File: src/rtl/make_a_close_to_b_sequencer.sv
// ============================================================================
// Module   : make_a_close_to_b_sequencer
// Purpose  : Runs a table of (Ain, Bin) tests through a make_A_close_to_B core
//            via its Start/Qd/Ack handshake, reporting A, Flag and clock count.
// Revision : 1.0 - initial release
// ============================================================================
`default_nettype none

module make_a_close_to_b_sequencer #(
    parameter int WIDTH   = 12,
    parameter int DEPTH   = 8,
    parameter int AW      = 3,
    parameter int CNT_W   = 16,
    parameter int TIMEOUT = 1000
) (
    input  logic             Clk,
    input  logic             Reset,
    input  logic             Wr_en,
    input  logic [AW-1:0]    Wr_addr,
    input  logic [WIDTH-1:0] Wr_Ain,
    input  logic [WIDTH-1:0] Wr_Bin,
    input  logic [AW:0]      Num_tests,
    input  logic             Go,
    input  logic             Qi,
    input  logic             Qd,
    input  logic [WIDTH-1:0] A_in,
    input  logic             Flag_in,
    output logic [WIDTH-1:0] Ain_out,
    output logic [WIDTH-1:0] Bin_out,
    output logic             Start,
    output logic             Ack,
    output logic             Res_valid,
    output logic [AW-1:0]    Res_index,
    output logic [WIDTH-1:0] Res_A,
    output logic             Res_Flag,
    output logic [CNT_W-1:0] Res_clocks,
    output logic             Busy,
    output logic             All_done,
    output logic             Err
);

    typedef enum logic [2:0] {
        S_IDLE  = 3'd0,
        S_SETUP = 3'd1,
        S_START = 3'd2,
        S_WAIT  = 3'd3,
        S_ACK   = 3'd4,
        S_FIN   = 3'd5
    } state_t;

    localparam logic [CNT_W-1:0] c_timeout = CNT_W'(TIMEOUT);
    localparam logic [AW:0]      c_depth   = (AW+1)'(DEPTH);

    state_t             state_q, state_d;
    logic [AW-1:0]      idx_q, idx_d;
    logic [AW:0]        n_q, n_d;
    logic [CNT_W-1:0]   cnt_q, cnt_d;
    logic [WIDTH-1:0]   ain_q, ain_d, bin_q, bin_d;
    logic               res_valid_q, res_valid_d;
    logic [AW-1:0]      res_index_q, res_index_d;
    logic [WIDTH-1:0]   res_a_q, res_a_d;
    logic               res_flag_q, res_flag_d;
    logic [CNT_W-1:0]   res_clocks_q, res_clocks_d;
    logic               all_done_q, all_done_d;
    logic               err_q, err_d;

    logic [WIDTH-1:0]   tbl_a [DEPTH];
    logic [WIDTH-1:0]   tbl_b [DEPTH];

    logic               w_wr_ok;
    logic               w_load_ops;
    logic [AW:0]        w_n_clamp;
    logic [CNT_W-1:0]   w_cnt_inc;

    assign w_wr_ok   = Reset && Wr_en && (state_q == S_IDLE || state_q == S_FIN);
    assign w_n_clamp = (Num_tests > c_depth) ? c_depth : Num_tests;
    assign w_cnt_inc = (cnt_q == '1) ? cnt_q : cnt_q + CNT_W'(1);

    // Operand table is deliberately left out of reset so a run can be repeated
    always_ff @(posedge Clk) begin
        if (w_wr_ok) begin
            tbl_a[Wr_addr] <= Wr_Ain;
            tbl_b[Wr_addr] <= Wr_Bin;
        end
    end

    always_comb begin
        state_d      = state_q;
        idx_d        = idx_q;
        n_d          = n_q;
        cnt_d        = cnt_q;
        ain_d        = ain_q;
        bin_d        = bin_q;
        res_valid_d  = 1'b0;
        res_index_d  = res_index_q;
        res_a_d      = res_a_q;
        res_flag_d   = res_flag_q;
        res_clocks_d = res_clocks_q;
        all_done_d   = all_done_q;
        err_d        = err_q;
        w_load_ops   = 1'b0;

        case (state_q)
            S_IDLE, S_FIN: begin
                if (Go) begin
                    err_d = 1'b0;
                    idx_d = '0;
                    n_d   = w_n_clamp;
                    if (w_n_clamp == '0) begin
                        state_d    = S_FIN;
                        all_done_d = 1'b1;
                    end else begin
                        state_d    = S_SETUP;
                        all_done_d = 1'b0;
                        w_load_ops = 1'b1;
                    end
                end
            end
            S_SETUP: begin
                if (Qi) begin
                    state_d = S_START;
                end
            end
            S_START: begin
                cnt_d   = '0;
                state_d = S_WAIT;
            end
            S_WAIT: begin
                cnt_d = w_cnt_inc;
                if (Qd) begin
                    res_valid_d  = 1'b1;
                    res_index_d  = idx_q;
                    res_a_d      = A_in;
                    res_flag_d   = Flag_in;
                    res_clocks_d = w_cnt_inc;
                    state_d      = S_ACK;
                end else if (w_cnt_inc >= c_timeout) begin
                    err_d      = 1'b1;
                    all_done_d = 1'b1;
                    state_d    = S_FIN;
                end
            end
            S_ACK: begin
                if (({1'b0, idx_q} + (AW+1)'(1)) == n_q) begin
                    all_done_d = 1'b1;
                    state_d    = S_FIN;
                end else begin
                    idx_d      = idx_q + AW'(1);
                    state_d    = S_SETUP;
                    w_load_ops = 1'b1;
                end
            end
            default: state_d = S_IDLE;
        endcase

        // Operands are registered on entry to SETUP so they lead Start by a clock
        if (w_load_ops) begin
            ain_d = tbl_a[idx_d];
            bin_d = tbl_b[idx_d];
        end
    end

    always_ff @(posedge Clk) begin
        if (!Reset) begin
            state_q      <= S_IDLE;
            idx_q        <= '0;
            n_q          <= '0;
            cnt_q        <= '0;
            ain_q        <= '0;
            bin_q        <= '0;
            res_valid_q  <= 1'b0;
            res_index_q  <= '0;
            res_a_q      <= '0;
            res_flag_q   <= 1'b0;
            res_clocks_q <= '0;
            all_done_q   <= 1'b0;
            err_q        <= 1'b0;
        end else begin
            state_q      <= state_d;
            idx_q        <= idx_d;
            n_q          <= n_d;
            cnt_q        <= cnt_d;
            ain_q        <= ain_d;
            bin_q        <= bin_d;
            res_valid_q  <= res_valid_d;
            res_index_q  <= res_index_d;
            res_a_q      <= res_a_d;
            res_flag_q   <= res_flag_d;
            res_clocks_q <= res_clocks_d;
            all_done_q   <= all_done_d;
            err_q        <= err_d;
        end
    end

    assign Ain_out    = ain_q;
    assign Bin_out    = bin_q;
    assign Start      = (state_q == S_START);
    assign Ack        = (state_q == S_ACK);
    assign Busy       = (state_q == S_SETUP) || (state_q == S_START) ||
                        (state_q == S_WAIT)  || (state_q == S_ACK);
    assign Res_valid  = res_valid_q;
    assign Res_index  = res_index_q;
    assign Res_A      = res_a_q;
    assign Res_Flag   = res_flag_q;
    assign Res_clocks = res_clocks_q;
    assign All_done   = all_done_q;
    assign Err        = err_q;

endmodule

`default_nettype wire

File: config.mk
export PLATFORM = sky130hd
export DESIGN_NAME = make_a_close_to_b_sequencer
export DESIGN_NICKNAME = d
export VERILOG_FILES = /design/src/rtl/make_a_close_to_b_sequencer.sv
export SDC_FILE = /design/constraint.sdc
export NUM_CORES = 1
export LEC_CHECK = 0
export ABC_AREA = 0
export BUFFER_PORTS_ARGS = -buffer_cell sky130_fd_sc_hd__buf_4
export CORE_UTILIZATION = 60
export CTS_CLUSTER_SIZE = 40
export DETAILED_ROUTE_END_ITERATION = 10
export PLACE_DENSITY = 0.81
export SLEW_MARGIN = 30
export SYNTH_ARGS = -nofsm -noshare
export SYNTH_HDL_FRONTEND = slang
export SYNTH_SLANG_ARGS = --single-unit
File: constraint.sdc
create_clock -name Clk -period 10.3 [get_ports Clk]
set_input_delay 2.575 -clock Clk [delete_from_list [all_inputs] [get_ports Clk]]
set_output_delay 2.575 -clock Clk [all_outputs]
set_load 0.01 [all_outputs]
==> insert_results.sql, run 1 <==
INSERT INTO impl_metrics (metric_group, metric, value, unit) VALUES
('sta', 'holdWs', '0.466', 'ns'),
('power_and_ir_drop', 'cellPowerDensity', '178', 'nW/um^2'),
('power_and_ir_drop', 'power.static_leakage', '4.74', 'nW'),
('detailed_routing', 'detail-route-antenna-nets', '0', ''),
('status', 'outcome', 'finished, final reports clean', ''),
('global_routing', 'grt_use_total', '0.248', ''),
('sta', 'period_needed', '4.69', 'ns'),
('sta', 'max_slew.worst_pin.slew', '0.881', 'ns'),
('layout', 'area_growth', '17.7', '%'),
('placed_design', 'pre_cts_slack', '5.34', 'ns'),
('job', 'maxCapViolCount', '0', ''),
('synth', 'synth_compound_gate_area_share', '0.136', ''),
('critical_path', 'critical_path_sink_type', 'output port', ''),
('global_routing', 'grt_antenna_before_repair', '0', ''),
('sta', 'timing.final.ws_setup', '5.61', 'ns'),
('power_and_ir_drop', 'design_power_total', '2.41', 'mW'),
('synth', 'yosysSeqAreaShare', '0.650', ''),
('critical_path', 'timing.reg2reg.setup_slack', '6.74', 'ns'),
('critical_path', 'worstSetupStartpointType', 'flip-flop', ''),
('synth', 'synth_xor_xnor_area_share', '0.00992', ''),
('detailed_routing', 'post-route-drc-count', '0', ''),
('synth', 'yosys-mux-area-fraction', '0.0862', ''),
('global_routing', 'first_pass_grt_wire_length', '37800', 'um'),
('critical_path', 'rr_endpoint', 'Ain_out[8]$_SDFFE_PN0P_', ''),
('sta', 'setup-violations-final', '0', ''),
('critical_path', 'timing.reg2reg.worst_path_depth', '9', ''),
('synth', 'proportion_of_register_bits_with_asynchronous_set_or_reset_after_synthesis', '0', ''),
('layout', 'drive_gt1_frac', '0.299', ''),
('synth', 'synth_top_cells_by_count', '192 x edfxtp_1, 85 x dfxtp_1, 77 x nand2_1, 55 x mux2_2, 54 x a22oi_1', ''),
('detailed_routing', 'num_vias', '7346', ''),
('synth', 'syn-num-nets', '884', ''),
('die', 'start_util', '0.614', ''),
('critical_path', 'cp_num_buf_inv', '1', ''),
('layout', 'antenna_cells', '0', ''),
('hold_path', 'min_to', 'Res_clocks[2]$_SDFFE_PN0P_', ''),
('die', 'boundaryPins', '112', ''),
('critical_path', 'crit_start', 'state_q[0]$_SDFFE_PN0P_', ''),
('die', 'die_height', '140', 'um'),
('critical_path', 'sequence_of_cells_on_the_critical_path', 'nor2_1 -> and2_1 -> buf_4', ''),
('critical_path', 'crit_slowest_cell', 'dfxtp_1', ''),
('critical_path', 'path_delay_family', 'flip-flops', ''),
('clocking', 'htree_levels', '1', ''),
('sta', 'highest_clock_frequency_the_design_can_meet', '213', 'MHz'),
('sta', 'hold_viol', '0', ''),
('synth', 'netlist.area_leader.share', '0.502', ''),
('die', 'core', '18700', 'um^2'),
('clocking', 'cts_setup_buffers', '0', ''),
('global_routing', 'grt.overflow.total', '0', ''),
('synth', 'yosys.area_share.adder', '0.00305', ''),
('clocking', 'cts.reportedPaths.clkPinSlew', '0.06', 'ns'),
('synth', 'postSynthRegisterBits', '277', ''),
('synth', 'synth_top_cell_by_area', 'edfxtp_1', ''),
('sta', 'period_share', '0.455', ''),
('hold_path', 'min-delay-path-class', 'flip-flop to flip-flop', ''),
('sta', 'report.final.slew_viol_count', '0', ''),
('global_routing', 'first_global_vias', '7134', ''),
('placed_design', 'numPortBuffers', '111', ''),
('sta', 'maxSlewHeadroom', '0.411', ''),
('global_routing', 'grt_max_degree', '67', ''),
('clocking', 'tritoncts', 'done', ''),
('synth', 'synthesis.yosys.warnings', '0', ''),
('placed_design', 'dp_hpwl', '14100', 'um'),
('critical_path', 'path_max_fanout', '19', ''),
('sta', 'finalClockSkew', '0.0120', 'ns'),
('detailed_routing', 'detail_route.vias_per_cell', '6.15', ''),
('detailed_routing', 'initialDrtViolationCount', '529', ''),
('sta', 'setup_repair_after_global_routing_missed_its_margin', 'no', ''),
('clocking', 'max-clock-path-buffers', '3', ''),
('die', 'die_w', '140', 'um'),
('clocking', 'cts_buffers', '28', ''),
('critical_path', 'path_class', 'flip-flop to output port', '');
## logic make-up after synthesis
| kind of cell | count (synthesis) |
|---|---|
| flops | 277 |
| compound gates | 200 |
| buf+inv | 56 |
| fa+ha+maj | 3 |
| simple gates | 200 |
| mux | 83 |
| xor+xnor | 13 |
## worst max path at each step
stage                                           to  slack [ns]  cells after the start
after floorplan              tbl_a[0][0]$_DFFE_PP_        5.17                      3
after CTS                                      Ack        5.64                      3
after global routing                           Ack        5.52                      3
after detailed placement   Bin_out[1]$_SDFFE_PN0P_        5.34                      7
final                                          Ack        5.61                      3
after global placement    Ain_out[10]$_SDFFE_PN0P_        5.11                      6
## layout by cell type (no fill, tap or decap), types with 21 or more instances in the layout
master / Yosys / routed
mux2_2: 55 / 55
clkbuf_16: 0 / 29
nor2_1: 27 / 21
o211ai_1: 29 / 29
a22oi_1: 54 / 54
edfxtp_1: 192 / 192
dfxtp_1: 85 / 85
a21oi_1: 22 / 21
buf_4: 2 / 127
nand2_1: 77 / 77
a21boi_0: 23 / 23
## power by group
part           total [mW]  switching [mW]  leakage [nW]  internal (mW)
sequential           1.24          0.0223          2.42           1.22
combinational       0.177           0.100          1.87         0.0768
clock               0.992           0.400         0.452          0.591
total                2.41           0.523          4.74           1.88
## per-stage QoR
step,utilization,area (um^2)
2_1_floorplan,-,11500
3_3_place_gp,0.670,12500
3_5_place_dp,0.671,12600
4_1_cts,0.721,13500
5_1_grt,0.722,13500
6_report,0.722,13500
## sequential cells by signal (all words and copies together), names as in the netlist
name and count:
cnt_q 16, Res_index 3, Err 1, Res_clocks 16
Res_A 12, tbl_a 96, All_done 1, Ain_out 12
tbl_b 96, Res_Flag 1, state_q 3, Res_valid 1
idx_q 3, n_q 4, Bin_out 12
## layer usage
metal  wire length, um  vias up  GRT usage
met5                 0        -          0
met4               500        0     0.0735
met3              1660       45     0.0400
met2             12300      278      0.429
met1              9890     3621      0.325
li1                  -     3402          -
## worst register-to-register path, stage by stage, from the launching register on
cell and delay (ns):
dfxtp_1 0.51, ha_1 0.34, xor2_1 0.20, or4_1 0.54, a31oi_1 0.32, a31o_4 0.38
buf_12 0.30, mux2_2 0.39, a22o_1 0.22, a211o_1 0.26
## final cells by class
cell class / count / area, um^2
multi-input cells: 499 / 3810
inverters: 5 / 18.8
clock inverters: 4 / 73.8
fillers: 1211 / 5190
flip-flops and latches: 277 / 7470
clock buffers: 47 / 855
repair buffers: 129 / 988
well taps: 234 / 293
(Power assumes the default switching activity.)
==> run 2, diff against run 1 <==
--- a/config.mk
+++ b/config.mk
@@ -5,12 +5,12 @@
 export SDC_FILE = /design/constraint.sdc
 export NUM_CORES = 1
 export LEC_CHECK = 0
-export ABC_AREA = 0
+export ABC_AREA = 1
 export BUFFER_PORTS_ARGS = -buffer_cell sky130_fd_sc_hd__buf_4
-export CORE_UTILIZATION = 60
+export CORE_UTILIZATION = 54
 export CTS_CLUSTER_SIZE = 40
 export DETAILED_ROUTE_END_ITERATION = 10
-export PLACE_DENSITY = 0.81
+export PLACE_DENSITY = 0.76
 export SLEW_MARGIN = 30
 export SYNTH_ARGS = -nofsm -noshare
 export SYNTH_HDL_FRONTEND = slang
==> constraint.sdc (replaced) <==
create_clock -name Clk -period 4.2 [get_ports Clk]
set_input_delay 1.05 -clock Clk [delete_from_list [all_inputs] [get_ports Clk]]
set_output_delay 1.05 -clock Clk [all_outputs]
set_load 0.01 [all_outputs]
==> run 2 against run 1 <==
The flow now finishes with violations (DRC); utilization down 7.7 points; register-to-register slack worse by 5.5 ns; sequential cell count unchanged; final area is 4.2% higher; critical endpoint is now Ain_out[5]$_SDFFE_PN0P_; largest cell class unchanged; highest routed layer unchanged.
==> insert_results.sql, run 2 <==
INSERT INTO impl_metrics (metric_group, metric, value, unit) VALUES
('power_and_ir_drop', 'design_power_total', '7.16', 'mW'),
('layout', 'largest_registers', 'tbl_a x96, tbl_b x96', ''),
('die', 'die_height', '151', 'um'),
('sta', 'period_share', '0.713', ''),
('critical_path', 'crit_start', 'idx_q[0]$_SDFF_PN0_', ''),
('critical_path', 'cpMostUsedCell', 'nand2_1', ''),
('power_and_ir_drop', 'power.net_switching', '2.03', 'mW'),
('layout', 'area_growth', '17.4', '%'),
('critical_path', 'cp_num_cells', '13', ''),
('clocking', 'cts_buffers', '29', ''),
('clocking', 'max-clock-path-buffers', '3', ''),
('sta', 'hold_viol', '0', ''),
('power_and_ir_drop', 'power.combinational.fraction', '0.183', ''),
('power_and_ir_drop', 'share_seq_of_total_power', '0.447', ''),
('detailed_routing', 'num_vias', '9185', ''),
('critical_path', 'sequence_of_cells_on_the_critical_path', 'ha_1 -> inv_1 -> nand2_1 -> nand2_1 -> nor2_1 -> nor2_1 -> nand2_1 -> nand2_2 -> o21ai_2 -> inv_2 -> nand3_1 -> nand2_1 -> a21oi_1', ''),
('layout', 'area_taken_by_multi_input_logic_gates', '3520', 'um^2'),
('synth', 'netlist.area_leader.share', '0.481', ''),
('critical_path', 'timing.reg2reg.setup_slack', '1.21', 'ns'),
('clocking', 'tritoncts', 'done', ''),
('clocking', 'post_cts_hold_buffer_count', '0', ''),
('synth', 'synthesis.yosys.warnings', '0', ''),
('detailed_routing', 'detail_route.vias_per_cell', '5.40', ''),
('synth', 'synthesis.area', '12000', 'um^2'),
('global_routing', 'grt.overflow.total', '0', ''),
('die', 'die_area', '22800', 'um^2'),
('clocking', 'tritoncts_num_sinks', '277', ''),
('synth', 'synth_ff_type', 'edfxtp_1', ''),
('die', 'boundaryPins', '112', ''),
('synth', 'synth_edf_count', '192', ''),
('synth', 'synth.area.top_cells', 'edfxtp_1 48%, dfxtp_1 14%, nand3_1 11%', ''),
('power_and_ir_drop', 'netSwitchingFraction', '0.283', ''),
('synth', 'synth_top_cell_by_area', 'edfxtp_1', ''),
('die', 'die_w', '151', 'um'),
('detailed_routing', 'drt-pass1-iter-count', '8', ''),
('layout', 'finalNetCount', '1450', ''),
('critical_path', 'crit_path_end', 'Ain_out[5]$_SDFFE_PN0P_', ''),
('critical_path', 'timing.reg2reg.worst_path_depth', '13', ''),
('sta', 'highest_clock_frequency_the_design_can_meet', '334', 'MHz'),
('clocking', 'cts_setup_buffers', '0', ''),
('critical_path', 'required_time_of_the_worst_setup_path', '4.69', 'ns'),
('critical_path', 'path_delay_family', 'compound AO/OA/AOI/OAI gates', ''),
('critical_path', 'worstSetupStartpointType', 'flip-flop', ''),
('global_routing', 'first_pass_grt_wire_length', '43200', 'um'),
('sta', 'period_needed', '2.99', 'ns'),
('critical_path', 'crit_arrival', '3.48', 'ns'),
('layout', 'commonest_non_fill_non_tap_cell_in_the_layout', 'nand2_1', ''),
('detailed_routing', 'initialDrtViolationCount', '595', ''),
('sta', 'report.final.slew_viol_count', '0', ''),
('layout', 'number_of_filler_cells_placed_in_the_layout', '1753', ''),
('clocking', 'ctsRootBufferMaster', 'clkbuf_16', ''),
('sta', 'holdWs', '0.460', 'ns'),
('synth', 'synth_top_family_by_area', 'simple AND/OR/NAND/NOR gates', ''),
('sta', 'fin_tns_setup', '0', 'ns'),
('synth', 'yosysUniqueCellTypes', '34', ''),
('sta', 'maxSlewHeadroom', '0.395', ''),
('critical_path', 'path_max_fanout', '25', ''),
('sta', 'setup-violations-final', '0', ''),
('clocking', 'cts_resized', '0', ''),
('synth', 'yosys.area_share.simple', '0.240', ''),
('die', 'start_util', '0.549', ''),
('critical_path', 'rr_endpoint', 'Ain_out[5]$_SDFFE_PN0P_', ''),
('synth', 'synth_top_cells_by_count', '301 x nand2_1, 256 x nand3_1, 192 x edfxtp_1, 185 x inv_1, 85 x dfxtp_1', ''),
('layout', 'seqCellArea', '7470', 'um^2'),
('sta', 'timing.final.ws_setup', '1.21', 'ns'),
('synth', 'yosysSeqAreaShare', '0.623', ''),
('die', 'core', '21800', 'um^2'),
('synth', 'synth_xor_xnor_area_share', '0.00511', ''),
('detailed_routing', 'post-route-drc-count', '1', ''),
('power_and_ir_drop', 'cellPowerDensity', '509', 'nW/um^2'),
('layout', 'final_cell_count_without_fillers', '1700', ''),
('global_routing', 'grt_antenna_before_repair', '0', ''),
('synth', 'yosys.area_share.adder', '0.00209', ''),
('detailed_routing', 'detail-route-antenna-nets', '0', ''),
('global_routing', 'grt_max_degree', '97', ''),
('power_and_ir_drop', 'internal_power', '5.13', 'mW'),
('critical_path', 'cp_num_buf_inv', '2', ''),
('hold_path', 'min-delay-path-class', 'flip-flop to flip-flop', ''),
('critical_path', 'crit_slowest_cell', 'o21ai_2', ''),
('status', 'outcome', 'finished with violations', ''),
('power_and_ir_drop', 'power.ir.vdd_worst', '0.000359', 'V'),
('synth', 'proportion_of_register_bits_with_asynchronous_set_or_reset_after_synthesis', '0', ''),
('layout', 'antenna_cells', '0', ''),
('sta', 'finalClockSkew', '0.0184', 'ns'),
('critical_path', 'critical-path-max-stage-delay', '0.72', 'ns'),
('power_and_ir_drop', 'power.static_leakage', '6.15', 'nW'),
('critical_path', 'reg2reg_from', 'idx_q[0]$_SDFF_PN0_', ''),
('synth', 'synthesis.instances', '1302', ''),
('power_and_ir_drop', 'clock_power_share', '0.371', ''),
('placed_design', 'numPortBuffers', '111', ''),
('detailed_routing', 'routed_wirelength', '27600', 'um'),
('synth', 'postSynthRegisterBits', '277', ''),
('critical_path', 'path_class', 'flip-flop to flip-flop', ''),
('synth', 'yosys.cell_count.top_type', 'nand2_1', ''),
('layout', 'final_cell_mix', '301 x nand2_1, 256 x nand3_1, 192 x edfxtp_1, 185 x inv_1, 129 x buf_4', ''),
('detailed_routing', 'wl_per_cell', '16.2', 'um'),
('status', 'violations', 'DRC', ''),
('clocking', 'htree_levels', '1', ''),
('clocking', 'cts.reportedPaths.clkPinSlew', '0.06', 'ns'),
('clocking', 'clock_latency_on_the_worst_skew_pair', '0.57', 'ns'),
('sta', 'setup_repair_after_global_routing_missed_its_margin', 'no', ''),
('placed_design', 'dp_hpwl', '16200', 'um'),
('critical_path', 'critical_path_sink_type', 'flip-flop', ''),
('placed_design', 'gp_congestion', '0.865', ''),
('synth', 'synth_compound_gate_area_share', '0.0435', ''),
('sta', 'max_slew.worst_pin.slew', '0.907', 'ns'),
('placed_design', 'pre_cts_slack', '1.16', 'ns'),
('layout', 'drive_gt1_frac', '0.147', ''),
('placed_design', 'dpl.cell_count', '1647', ''),
('job', 'maxCapViolCount', '0', ''),
('synth', 'yosys-mux-area-fraction', '0.000939', ''),
('synth', 'syn-num-nets', '1354', ''),
('die', 'placement_rows', '54', ''),
('synth', 'syn_area_per_cell', '9.21', 'um^2'),
('global_routing', 'grt_use_total', '0.243', ''),
('global_routing', 'first_global_vias', '8604', '');
[run 2: cell count changes in the layout (fill, tap and decap cells not counted), sizes merged, moves of 11 or more]
cell,before,now
nand2,77,306
nor2b,11,0
a21oi,22,49
mux2,73,1
o21ai,19,47
nor2,27,74
a21boi,23,0
and2,19,1
a22oi,72,1
nand3,13,259
inv,6,190
o211ai,33,2
[run 2: power groups by stage]
stage,sequential (mW),clock (mW),combinational (mW)
6_report,3.20,2.65,1.31
5_1_grt,3.21,2.78,1.46
4_1_cts,3.20,2.69,1.31
3_5_place_dp,3.25,0,1.31
3_3_place_gp,3.25,0,1.28
2_1_floorplan,3.28,0,0.788
[run 2: cells by family (layout without fill, tap and decap cells)]
kind of cell	count (synthesis)	in the layout
AOI/OAI and AO/OA	101	101
xor gates and xnor gates	7	7
muxes	1	1
buffers and inverters	258	376
adders and majority gates	2	2
and+or+nand+nor	656	656
DFF	277	277
[run 2: stage by stage]
step	util	cell area, um^2
final	0.645	14100
after global routing	0.645	14100
after CTS	0.644	14100
after detailed placement	0.598	13100
after global placement	0.598	13100
after floorplan	-	12000
[run 2: tightest hold or removal path, cell delays in order (launching register included)]
cell     delay (ns)
dfxtp_1        0.31
inv_1          0.05
a21oi_1        0.06
[run 2: cell type report]
type / instances / area share
well taps: 280 / 0.0249
clock buffers: 40 / 0.0589
flip-flops and latches: 277 / 0.531
repair buffers: 132 / 0.0718
inverters: 191 / 0.0510
multi-input cells: 767 / 0.250
clock inverters: 13 / 0.0128
[run 2: routing by layer]
layer / vias up / global-route usage / wire (um)
met3: 63 / 0.0389 / 1950
met1: 4325 / 0.304 / 11200
met4: 0 / 0.0965 / 774
met5: - / 0 / 0
li1: 4472 / - / -
met2: 325 / 0.422 / 13600
[run 2: worst min-delay path by stage]
stage                                       start                      end  depth (start not counted)
after floorplan           state_q[0]$_SDFFE_PN0P_  state_q[0]$_SDFFE_PN0P_                          2
after global placement      All_done$_SDFFE_PN0P_    All_done$_SDFFE_PN0P_                          2
after detailed placement    All_done$_SDFFE_PN0P_    All_done$_SDFFE_PN0P_                          2
after CTS                   All_done$_SDFFE_PN0P_    All_done$_SDFFE_PN0P_                          2
after global routing        All_done$_SDFFE_PN0P_    All_done$_SDFFE_PN0P_                          2
final                       All_done$_SDFFE_PN0P_    All_done$_SDFFE_PN0P_                          2
==> run 3, diff against run 2 <==
==> constraint.sdc (replaced) <==
create_clock -name Clk -period 2.45 [get_ports Clk]
set_input_delay 0.6125 -clock Clk [delete_from_list [all_inputs] [get_ports Clk]]
set_output_delay 0.6125 -clock Clk [all_outputs]
set_load 0.01 [all_outputs]
==> run 3 against run 2 <==
The run now ends clean; clock skew increased by 0.013 ns; register-to-register slack worse by 1.1 ns; sequential share of layout area down 1.5 points; worst setup slack worse by 1.1 ns; die area unchanged; largest cell class unchanged.
==> insert_results.sql, run 3 (synthesis results as in run 2) <==
INSERT INTO impl_metrics (metric_group, metric, value, unit) VALUES
('layout', 'largest_registers', 'tbl_a x96, tbl_b x96', ''),
('critical_path', 'crit_arrival', '1.72', 'ns'),
('layout', 'final_cell_count_without_fillers', '1724', ''),
('clocking', 'tritoncts_num_sinks', '277', ''),
('critical_path', 'required_time_of_the_worst_setup_path', '1.84', 'ns'),
('hold_path', 'hp-start', 'Wr_Bin[10]', ''),
('clocking', 'tritoncts', 'done', ''),
('detailed_routing', 'initialDrtViolationCount', '642', ''),
('die', 'placement_rows', '54', ''),
('detailed_routing', 'post-route-drc-count', '0', ''),
('layout', 'number_of_filler_cells_placed_in_the_layout', '1680', ''),
('layout', 'drive_gt1_frac', '0.164', ''),
('layout', 'final_cell_mix', '301 x nand2_1, 255 x nand3_1, 192 x edfxtp_1, 185 x inv_1, 143 x buf_4', ''),
('layout', 'area_growth', '20.9', '%'),
('die', 'die_w', '151', 'um'),
('hold_path', 'min-delay-path-class', 'primary input to flip-flop', ''),
('layout', 'antenna_cells', '0', ''),
('layout', 'commonest_non_fill_non_tap_cell_in_the_layout', 'nand2_1', ''),
('clocking', 'cts_buffers', '28', ''),
('power_and_ir_drop', 'cellPowerDensity', '865', 'nW/um^2'),
('layout', 'seqCellArea', '7470', 'um^2'),
('detailed_routing', 'num_vias', '9317', ''),
('clocking', 'max-clock-path-buffers', '3', ''),
('clocking', 'ctsRootBufferMaster', 'clkbuf_16', ''),
('detailed_routing', 'routed_wirelength', '29000', 'um'),
('die', 'start_util', '0.549', ''),
('critical_path', 'path_max_fanout', '5', ''),
('critical_path', 'path_class', 'flip-flop to output port', ''),
('detailed_routing', 'drt-pass1-iter-count', '5', ''),
('sta', 'maxSlewHeadroom', '0.533', ''),
('die', 'die_area', '22800', 'um^2'),
('critical_path', 'timing.reg2reg.setup_slack', '0.14', 'ns'),
('placed_design', 'dp_hpwl', '16100', 'um'),
('job', 'maxCapViolCount', '0', ''),
('sta', 'highest_clock_frequency_the_design_can_meet', '429', 'MHz'),
('placed_design', 'pre_cts_slack', '0.148', 'ns'),
('global_routing', 'grt_antenna_before_repair', '0', ''),
('critical_path', 'critical_path_sink_type', 'output port', ''),
('global_routing', 'first_global_vias', '8493', ''),
('clocking', 'clock_latency_on_the_worst_skew_pair', '0.56', 'ns'),
('sta', 'holdWs', '0.281', 'ns'),
('sta', 'setup-violations-final', '0', ''),
('critical_path', 'timing.reg2reg.worst_path_depth', '16', ''),
('sta', 'period_share', '0.951', ''),
('hold_path', 'hold_depth', '1', ''),
('sta', 'setup_repair_after_global_routing_missed_its_margin', 'yes', ''),
('die', 'core', '21800', 'um^2'),
('layout', 'area_taken_by_multi_input_logic_gates', '3570', 'um^2'),
('die', 'boundaryPins', '112', ''),
('clocking', 'htree_levels', '1', ''),
('hold_path', 'min_to', 'tbl_b[2][10]$_DFFE_PP_', ''),
('placed_design', 'gp_congestion', '0.891', ''),
('sta', 'timing.final.ws_setup', '0.120', 'ns'),
('global_routing', 'first_pass_grt_wire_length', '42500', 'um'),
('sta', 'finalClockSkew', '0.0312', 'ns'),
('critical_path', 'worstSetupStartpointType', 'flip-flop', ''),
('global_routing', 'grt_use_total', '0.241', ''),
('status', 'outcome', 'finished, final reports clean', ''),
('die', 'die_height', '151', 'um'),
('detailed_routing', 'wl_per_cell', '16.8', 'um'),
('clocking', 'cts.reportedPaths.clkPinSlew', '0.06', 'ns'),
('clocking', 'post_cts_hold_buffer_count', '0', ''),
('sta', 'max_slew.worst_pin.slew', '0.700', 'ns'),
('detailed_routing', 'detail-route-antenna-nets', '0', ''),
('sta', 'period_needed', '2.33', 'ns'),
('layout', 'finalNetCount', '1475', ''),
('global_routing', 'grt_max_degree', '97', ''),
('placed_design', 'numPortBuffers', '111', ''),
('power_and_ir_drop', 'power.static_leakage', '6.36', 'nW'),
('critical_path', 'rr_endpoint', 'Bin_out[4]$_SDFFE_PN0P_', ''),
('power_and_ir_drop', 'power.ir.vdd_worst', '0.000816', 'V'),
('critical_path', 'reg2reg_from', 'idx_q[0]$_SDFF_PN0_', ''),
('global_routing', 'grt.overflow.total', '0', ''),
('sta', 'report.final.slew_viol_count', '0', ''),
('detailed_routing', 'detail_route.vias_per_cell', '5.40', ''),
('placed_design', 'dpl.cell_count', '1668', ''),
('sta', 'hold_viol', '0', '');
-- run 3: changes by cell type in the layout (fill, tap and decap cells not counted), sizes merged --
cell,change
inv,+1
buf,+23
clkbuf,+4
clkinv,-6
bufinv,+2
-- run 3: worst max-delay path, cell delays in order (launching register included) --
cell	delay, ns
dfxtp_2	0.38
inv_1	0.12
nor3_4	0.18
inv_1	0.10
o21ai_1	0.11
nor2_1	0.06
nand2_1	0.09
buf_4	0.13
-- run 3: per-layer routing --
metal,vias up,global-route usage,share of wire
met4,0,0.0960,0.033
met2,419,0.404,0.48
met3,69,0.0437,0.087
met5,-,0,0
met1,4303,0.308,0.40
li1,4526,-,-
-- run 3: area by class of cell --
class / instances / area share
clock inverters: 10 / 0.0130
flip-flops and latches: 277 / 0.515
inverters: 191 / 0.0496
well taps: 280 / 0.0242
multi-input cells: 767 / 0.247
clock buffers: 41 / 0.0552
repair buffers: 158 / 0.0959
-- run 3: report_power, final --
group | total [mW] | switching [mW] | leakage, nW | internal (mW)
clock | 4.54 | 1.76 | 0.484 | 2.78
sequential | 5.51 | 0.194 | 2.42 | 5.31
combinational | 2.48 | 1.55 | 3.45 | 0.928
total | 12.5 | 3.51 | 6.36 | 9.02
-- run 3: repair_timing --
action	CTS	global route
buffers inserted	0	1
cloned	0	4
pin swaps	0	1
setup endpoints to repair	1	26
resized for setup	1	15
-- run 3: how the worst max path moves through the flow --
stage	from	endpoint	slack [ns]	depth (start not counted)
after floorplan	Reset	tbl_a[0][0]$_DFFE_PP_	-0.13	5
after global placement	Reset	Res_clocks[15]$_SDFFE_PN0P_	0.20	6
after detailed placement	cnt_q[1]$_SDFFE_PN0P_	state_q[0]$_SDFFE_PN0P_	0.15	13
after CTS	state_q[1]$_SDFFE_PN0P_	Busy	0.07	7
after global routing	idx_q[0]$_SDFF_PN0_	Bin_out[4]$_SDFFE_PN0P_	-0.05	16
final	state_q[1]$_SDFFE_PN0P_	Busy	0.12	7
-- run 3: metrics by stage --
step	util	setup TNS (ns)	cell area, um^2	power, mW
after floorplan	-	-20.39	12000	6.98
after global placement	0.611	0	13300	7.84
after detailed placement	0.611	0	13300	7.89
after CTS	0.656	0	14300	12.4
after global routing	0.664	-0.188	14500	13.0
final	0.664	0	14500	12.5
